## src/rtl/vga_pixel_mux.sv

```systemverilog
// vga_pixel_mux: final video stage. Composites the sprite renderer output over a
// sky/floor background, delays sync/blank to match the sprite ROM pipeline and
// expands RRRGGGBB to 8 bits per DAC channel.
//
// Optional feature macro: HIT_FLASH_EN. When defined, a hit_pulse starts a
// FLASH_FRAMES-long counter and visible sprite pixels blink white on odd counts.
//
// Flow control: there is no handshake. One pixel is accepted and one pixel is
// produced every clock; outputs follow inputs by three clock edges.
module vga_pixel_mux #(
    parameter logic [9:0] FLOOR_Y      = 10'd400,
    parameter logic [7:0] SKY_COLOR    = 8'b0101_1011,
    parameter logic [7:0] FLOOR_COLOR  = 8'b0110_0100,
    parameter logic [3:0] FLASH_FRAMES = 4'd8
) (
    input  logic       clk,
    input  logic       rst_n,
    input  logic [9:0] pixel_x,
    input  logic [9:0] pixel_y,
    input  logic       hsync_in,
    input  logic       vsync_in,
    input  logic       video_on_in,
    input  logic       sprite_visible,
    input  logic [7:0] sprite_data,
    input  logic       hit_pulse,
    output logic [7:0] vga_r,
    output logic [7:0] vga_g,
    output logic [7:0] vga_b,
    output logic       vga_hs,
    output logic       vga_vs,
    output logic       vga_blank_n,
    output logic       frame_start
);

    // Replicate each colour field's bits so 0 stays 0 and full scale is all-ones.
    function automatic logic [23:0] expand(input logic [7:0] c);
        logic [2:0] r;
        logic [2:0] g;
        logic [1:0] b;
        r = c[7:5];
        g = c[4:2];
        b = c[1:0];
        expand = {r, r, r[2:1], g, g, g[2:1], b, b, b, b};
    endfunction

    logic [7:0] bg_s0;
    logic       sof_s0;

    logic [7:0] bg_s1;
    logic       hs_s1;
    logic       vs_s1;
    logic       von_s1;
    logic       sof_s1;

    logic [7:0] bg_s2;
    logic       hs_s2;
    logic       vs_s2;
    logic       von_s2;
    logic       sof_s2;

    logic       flash_on;
    logic [7:0] pix_c;

    // Stage 0: background colour from the row and start-of-frame detect.
    always_comb begin
        bg_s0  = (pixel_y >= FLOOR_Y) ? FLOOR_COLOR : SKY_COLOR;
        sof_s0 = (pixel_x == 10'd0) && (pixel_y == 10'd0);
    end

    // Stages 1-2: two-deep delay so timing signals line up with the sprite data.
    always_ff @(posedge clk or negedge rst_n) begin
        if (!rst_n) begin
            bg_s1  <= 8'h00;
            hs_s1  <= 1'b1;
            vs_s1  <= 1'b1;
            von_s1 <= 1'b0;
            sof_s1 <= 1'b0;
            bg_s2  <= 8'h00;
            hs_s2  <= 1'b1;
            vs_s2  <= 1'b1;
            von_s2 <= 1'b0;
            sof_s2 <= 1'b0;
        end else begin
            bg_s1  <= bg_s0;
            hs_s1  <= hsync_in;
            vs_s1  <= vsync_in;
            von_s1 <= video_on_in;
            sof_s1 <= sof_s0;
            bg_s2  <= bg_s1;
            hs_s2  <= hs_s1;
            vs_s2  <= vs_s1;
            von_s2 <= von_s1;
            sof_s2 <= sof_s1;
        end
    end

`ifdef HIT_FLASH_EN
    logic [3:0] flash_cnt;

    // Flash counter: a hit (re)loads it, each start of frame counts it down to 0.
    always_ff @(posedge clk or negedge rst_n) begin
        if (!rst_n) begin
            flash_cnt <= 4'd0;
        end else if (hit_pulse) begin
            flash_cnt <= FLASH_FRAMES;
        end else if (sof_s0 && (flash_cnt != 4'd0)) begin
            flash_cnt <= flash_cnt - 4'd1;
        end
    end

    // Blink on odd counts so the sprite alternates white/normal per frame.
    always_comb begin
        flash_on = (flash_cnt != 4'd0) && flash_cnt[0];
    end
`else
    logic unused_hit;

    // Without the flash feature the hit request has no effect.
    always_comb begin
        unused_hit = hit_pulse;
        flash_on   = 1'b0;
    end
`endif

    // Colour priority: blanking, then white flash, then sprite, then background.
    always_comb begin
        pix_c = bg_s2;
        if (!von_s2) begin
            pix_c = 8'h00;
        end else if (sprite_visible && flash_on) begin
            pix_c = 8'hFF;
        end else if (sprite_visible) begin
            pix_c = sprite_data;
        end
    end

    // Stage 3: output register for RGB, syncs, blank and frame marker.
    always_ff @(posedge clk or negedge rst_n) begin
        if (!rst_n) begin
            vga_r       <= 8'h00;
            vga_g       <= 8'h00;
            vga_b       <= 8'h00;
            vga_hs      <= 1'b1;
            vga_vs      <= 1'b1;
            vga_blank_n <= 1'b0;
            frame_start <= 1'b0;
        end else begin
            {vga_r, vga_g, vga_b} <= expand(pix_c);
            vga_hs                <= hs_s2;
            vga_vs                <= vs_s2;
            vga_blank_n           <= von_s2;
            frame_start           <= sof_s2;
        end
    end

endmodule

```

## config.mk

```make
export PLATFORM = sky130hd
export DESIGN_NAME = vga_pixel_mux
export DESIGN_NICKNAME = d
export VERILOG_FILES = /design/src/rtl/vga_pixel_mux.sv
export SDC_FILE = /design/constraint.sdc
export NUM_CORES = 1
export LEC_CHECK = 0
export BUFFER_PORTS_ARGS = -buffer_cell sky130_fd_sc_hd__buf_2
export CAP_MARGIN = 20
export CORE_ASPECT_RATIO = 0.75
export CORE_MARGIN = 8
export CORE_UTILIZATION = 43
export CTS_CLUSTER_SIZE = 20
export DETAILED_ROUTE_END_ITERATION = 12
export PLACE_DENSITY = 0.92
export SLEW_MARGIN = 40
export SYNTH_ARGS = -nofsm -noshare
export SYNTH_HDL_FRONTEND = slang
export SYNTH_SLANG_ARGS = --single-unit
export TNS_END_PERCENT = 100
```

## constraint.sdc

```tcl
create_clock -name clk -period 2.06 [get_ports clk]
set_input_delay 0.412 -clock clk [delete_from_list [all_inputs] [get_ports clk]]
set_output_delay 0.412 -clock clk [all_outputs]
set_load 0.02 [all_outputs]
```

==> flow_summary.ini, run 1 <==
[power_and_ir_drop]
p_int_uw = 700
irDropWorstVdd_uv = 484
comb_power_share = 0.142
switchingPower_uw = 224
p_sw_frac = 0.242
p_leak_nw = 0.661
pwr_density_cell_mw_per_mm2 = 774
seqPwrFrac = 0.596
p_clk_frac = 0.262
total_power_uw = 923

[cts]
clk_latency_ns = 0.31
cts_tree = done
clk_pin_slew_ns = 0.13
cts_buffers = 3
cts_hold_buf = 0
post-cts-setup-buffer-count = 0
clockRootBuffer = clkbuf_4
cts.sinks = 26
clock_path_buffers = 2
cts_max_level = 1
cts-resized-gates = 0

[timing]
setup_violations = 0
relSlewSlack = 0.644
holdWs_ns = 0.0605
fin_crit_sh = 0.680
clock_skew_ns = 0.00619
timing.fmax_ghz = 0.714
fin_ws_ns = 0.660
setup_tns_ns = 0
maxSlewViolCount = 0
finalHoldViolations = 0
grt_setup_unrepaired = false
worstMarginPinSlew_ns = 0.534
period_needed_ns = 1.40

[floorplan]
start_util = 0.461
die_area_mm2 = 0.00397
die_x_um = 70.1
die_y_um = 56.6
rows = 14
coreArea_mm2 = 0.00205
io_pins = 63

[routing]
vias = 662
antenna_left = 0
route.detailed.drc = 0
wl_per_cell_um = 13.0
wl_mm = 1.85
first_pass_iters = 2
drt_iter0_markers = 25
via_per_inst = 4.63

[run_status]
outcome = complete, no violations

[global_route]
grt_max_degree = 27
track_usage = 0.0964
antenna_found_initial = 0
grt.overflow.total = 0
grt_pass1_vias = 748
grt_first_pass_wirelength_mm = 3.17

[yosys]
synth_top_family_by_area = buffers and inverters
ys_seq_area_frac = 0.697
yosysWarnings = 0
yosys.area_share.simple = 0.0993
synth_ff_type = dfrtp_1
synth_fa_ha_area_frac = 0
syn_inst = 71
synth_edf_count = 0
ys_ff_latch = 26
synth-compound-area-share = 0.0543
synth_cell_types = 18
synth-xor-area-share = 0
synth_mux_area_frac = 0.0106
syn_area_per_cell_um2 = 13.3
netlist_area_um2 = 945
synthArstFlopShare = 1.00
synthesis.nets = 106

[critical_path]
regToRegSetupSlack_ns = 1.27
path_max_fanout = 1
cp_top_family = flip-flops
crit_chain = buf_2
cp.required_ns = 1.65
critPathBufInv = 1
critical_path.max_stage_delay_ns = 0.53
cp.arrival_ns = 0.99
ff2ff_path_depth = 1
cp-start-kind = register
critPathKind = register to output pin
end_kind = output pin
crit_end = vga_hs
r2r_end = vga_b[5]$_DFF_PN0_
cp_num_cells = 1
r2r_start = von_s2$_DFF_PN0_
crit_start = vga_hs$_DFF_PN1_
crit_slowest_cell = dfstp_2

[finish]
antenna_cells = 0
drive_gt1_frac = 0.597
nNetsFinal = 155
nFillCells = 176
area_delta_synth_final_pct = 26.2
multi_input_area_um2 = 159
final-seq-area_um2 = 658
finalNonFillerCells = 143

[placement]
place_hpwl_mm = 1.55
port_buffers = 61
dp_cells = 139
gp_congestion = 0.753
dp_worst_setup_slack_ns = 0.591

[run]
cap_violations = 0

[hold_path]
hp-class = primary input to asynchronous set/reset pin
==> final cells by class <==
class                      count  area share
tap                           24      0.0252
clock buffer                   4      0.0304
timing repair buffer          61       0.256
sequential                    26       0.552
inverter                       1     0.00315
multi-input combinational     27       0.133
==> sequential cells by signal, indices dropped and copies added (netlist names) <==
signal / count
bg_s1: 3
bg_s2: 3
vga_g: 3
vga_r: 3
vga_b: 2
frame_start: 1
hs_s1: 1
hs_s2: 1
sof_s1: 1
sof_s2: 1
vga_blank_n: 1
vga_hs: 1
vga_vs: 1
von_s1: 1
von_s2: 1
vs_s1: 1
vs_s2: 1
==> synthesized netlist by cell type (2+ instances only) <==
cell type	count	area [um2]
nor2_1	2	7.51
a21boi_0	6	45.0
dfrtp_1	20	500
dfstp_2	6	158
nor4_1	3	18.8
buf_4	16	120
nand2b_1	2	12.5
nand2_1	6	22.5
==> worst min-delay path by stage <==
stage                                  start  cells past startpoint                 end  slack (ns)
after floorplan                        rst_n                      0  bg_s1[4]$_DFF_PN0_        0.12
after global placement    bg_s1[6]$_DFF_PN0_                      0  bg_s2[6]$_DFF_PN0_        0.33
after detailed placement  bg_s1[4]$_DFF_PN0_                      0  bg_s2[4]$_DFF_PN0_        0.34
after CTS                              rst_n                      1  vga_r[5]$_DFF_PN0_        0.07
after global routing                   rst_n                      1  vga_r[5]$_DFF_PN0_        0.09
final                                  rst_n                      1  vga_r[5]$_DFF_PN0_        0.06
==> logic make-up (layout without fill, tap and decap cells) <==
family          count (synthesis)  count (layout)
compound gates                  7               7
other cells                     1               1
mux                             1               1
buf+inv                        18              66
flops                          26              26
simple gates                   18              18
==> layer usage <==
metal,up-vias,share of wire,track usage,wire (um)
met2,60,0.43,0.156,796
li1,312,-,-,-
met1,290,0.36,0.0847,669
met3,0,0.21,0.102,388
met5,-,0,0,0
met4,0,0,0.00857,0
==> power groups by stage <==
stage	clock, mW	combinational [mW]	sequential [mW]
4_1_cts	0.256	0.134	0.551
5_1_grt	0.282	0.145	0.555
3_5_place_dp	0	0.134	0.561
6_report	0.242	0.131	0.550
2_1_floorplan	0	0.0681	0.577
3_3_place_gp	0	0.132	0.559
==> per-stage QoR <==
stage	util	cell area, um2
after floorplan	-	945
after global placement	0.564	1160
after detailed placement	0.564	1160
after CTS	0.582	1190
after global routing	0.582	1190
final	0.582	1190
==> cell usage in the layout (no fill, tap or decap) <==
cell and count:
a31oi_1 1, nor2_1 2, mux2i_1 1, dfrtp_1 20, and3_1 1, conb_1 1, or4_1 1, dfstp_2 6
clkbuf_4 3, or3_1 1, nand2_1 6, a21boi_0 6, nand4_1 1, inv_1 1, buf_2 61, clkbuf_8 1
nor2b_1 1, nand2b_1 2, nor4_1 3
Power figures use the tool's default switching activity.
==> inputs of run 2 (changes only) <==
Settings changed: CORE_UTILIZATION 43 to 40, PLACE_DENSITY 0.92 to 0.87.
Clock period 2.06 ns to 1.4 ns, I/O delays scaled along.
==> run 2 against run 1 <==
  * Non-clock buffer count increased by 1
  * Critical endpoint unchanged
  * Highest routed layer unchanged
  * Power increased by 47%
  * First-iteration DRC count increased by 8.0%
==> flow_summary.ini, run 2 (same netlist as run 1, synthesis figures left out) <==
[run_status]
outcome = complete, no violations

[timing]
clock_skew_ns = 0.000756
grt_setup_unrepaired = false
worstMarginPinSlew_ns = 0.543
finalHoldViolations = 0
relSlewSlack = 0.638
period_needed_ns = 1.27
fin_crit_sh = 0.906
timing.fmax_ghz = 0.788
setup_tns_ns = 0
maxSlewViolCount = 0
setup_violations = 0

[global_route]
grt_max_degree = 27
grt.overflow.total = 0
grt_pass1_vias = 730
grt_first_pass_wirelength_mm = 3.00
track_usage = 0.0909
antenna_found_initial = 0

[run]
cap_violations = 0

[hold_path]
hp-class = primary input to register
hold_depth = 1

[finish]
utilization = 0.535
area_delta_synth_final_pct = 28.6
final-seq-area_um2 = 658
multi_input_area_um2 = 159
nFillCells = 196
layout_common_cells = buf_2, dfrtp_1, nand2_1, a21boi_0, dfstp_2
nNetsFinal = 156
final_area_mm2 = 0.00121
drive_gt1_frac = 0.592
antenna_cells = 0
final_common_cell = buf_2

[placement]
place_hpwl_mm = 1.60
placed_area_mm2 = 0.00117
port_buffers = 61
gp_congestion = 0.773

[critical_path]
critical_path.max_stage_delay_ns = 0.54
ff2ff_path_depth = 1
cp_num_cells = 1
cp_top_family = flip-flops
end_kind = output pin
path_max_fanout = 1
critPathKind = register to output pin
crit_chain = buf_2
regToRegSetupSlack_ns = 0.64
crit_slowest_cell = dfstp_2
cp.arrival_ns = 0.99
cp-start-kind = register
critPathBufInv = 1
cp.required_ns = 1.12

[cts]
cts-resized-gates = 0
cts_buffers = 3
clk_pin_slew_ns = 0.12
cts_tree = done
cts.sinks = 26
cts_max_level = 1
clockRootBuffer = clkbuf_4
clock_path_buffers = 2
clk_latency_ns = 0.30

[routing]
antenna_left = 0
first_pass_iters = 2
via_per_inst = 4.36
vias = 671
drt_iter0_markers = 27
route.detailed.drc = 0
wl_per_cell_um = 12.3
wl_mm = 1.90

[power_and_ir_drop]
p_leak_nw = 0.665
irDropWorstVdd_uv = 540
pwr_density_cell_mw_per_mm2 = 1120

[floorplan]
coreArea_mm2 = 0.00227
die_area_mm2 = 0.00419
io_pins = 63
die_y_um = 58.1
start_util = 0.416
rows = 15
die_x_um = 72.1
-- run 2: area by class of cell --
class	count	share of cell area
inverters	1	0.00309
clock buffers	4	0.0299
well taps	34	0.0350
repair buffers	62	0.260
multi-input cells	27	0.131
flip-flops and latches	26	0.542
-- run 2: repair_timing --
item | in CTS | in global routing
hold buffers | 1 | 0
setup buffers | 0 | 0
endpoints found under the hold margin | 20 | 0
-- run 2: stage by stage --
stage	setup WS, ns	hold WS (ns)	std cells	power, mW
after floorplan	0.196	-0.0156	71	0.949
after global placement	0.0934	0.280	149	1.02
after detailed placement	0.0414	0.298	149	1.02
after CTS	0.107	0.0424	154	1.38
after global routing	0.0711	0.0143	154	1.44
final	0.131	0.0578	154	1.36
-- run 2: where the power goes --
part	switching, mW	internal, mW	leakage [nW]	total (mW)
registers	0.0155	0.795	0.315	0.810
logic	0.118	0.0778	0.330	0.196
clock network	0.196	0.159	0.0210	0.354
total	0.329	1.03	0.665	1.36
-- run 2: final timing paths --
check | startpoint | end
min in group asynchronous | rst_n | vga_r[4]$_DFF_PN0_
max in group asynchronous | rst_n | vga_hs$_DFF_PN1_
max reg2reg | von_s2$_DFF_PN0_ | vga_r[4]$_DFF_PN0_
min | vsync_in | vs_s1$_DFF_PN1_
max | vga_hs$_DFF_PN1_ | vga_hs
min reg2reg | von_s1$_DFF_PN0_ | von_s2$_DFF_PN0_
-- run 2: per-layer routing --
| layer | share of wire | global-route usage |
|---|---|---|
| met1 | 0.39 | 0.0854 |
| met2 | 0.43 | 0.158 |
| met3 | 0.18 | 0.0654 |
| met4 | 0 | 0.0174 |
| met5 | 0 | 0 |
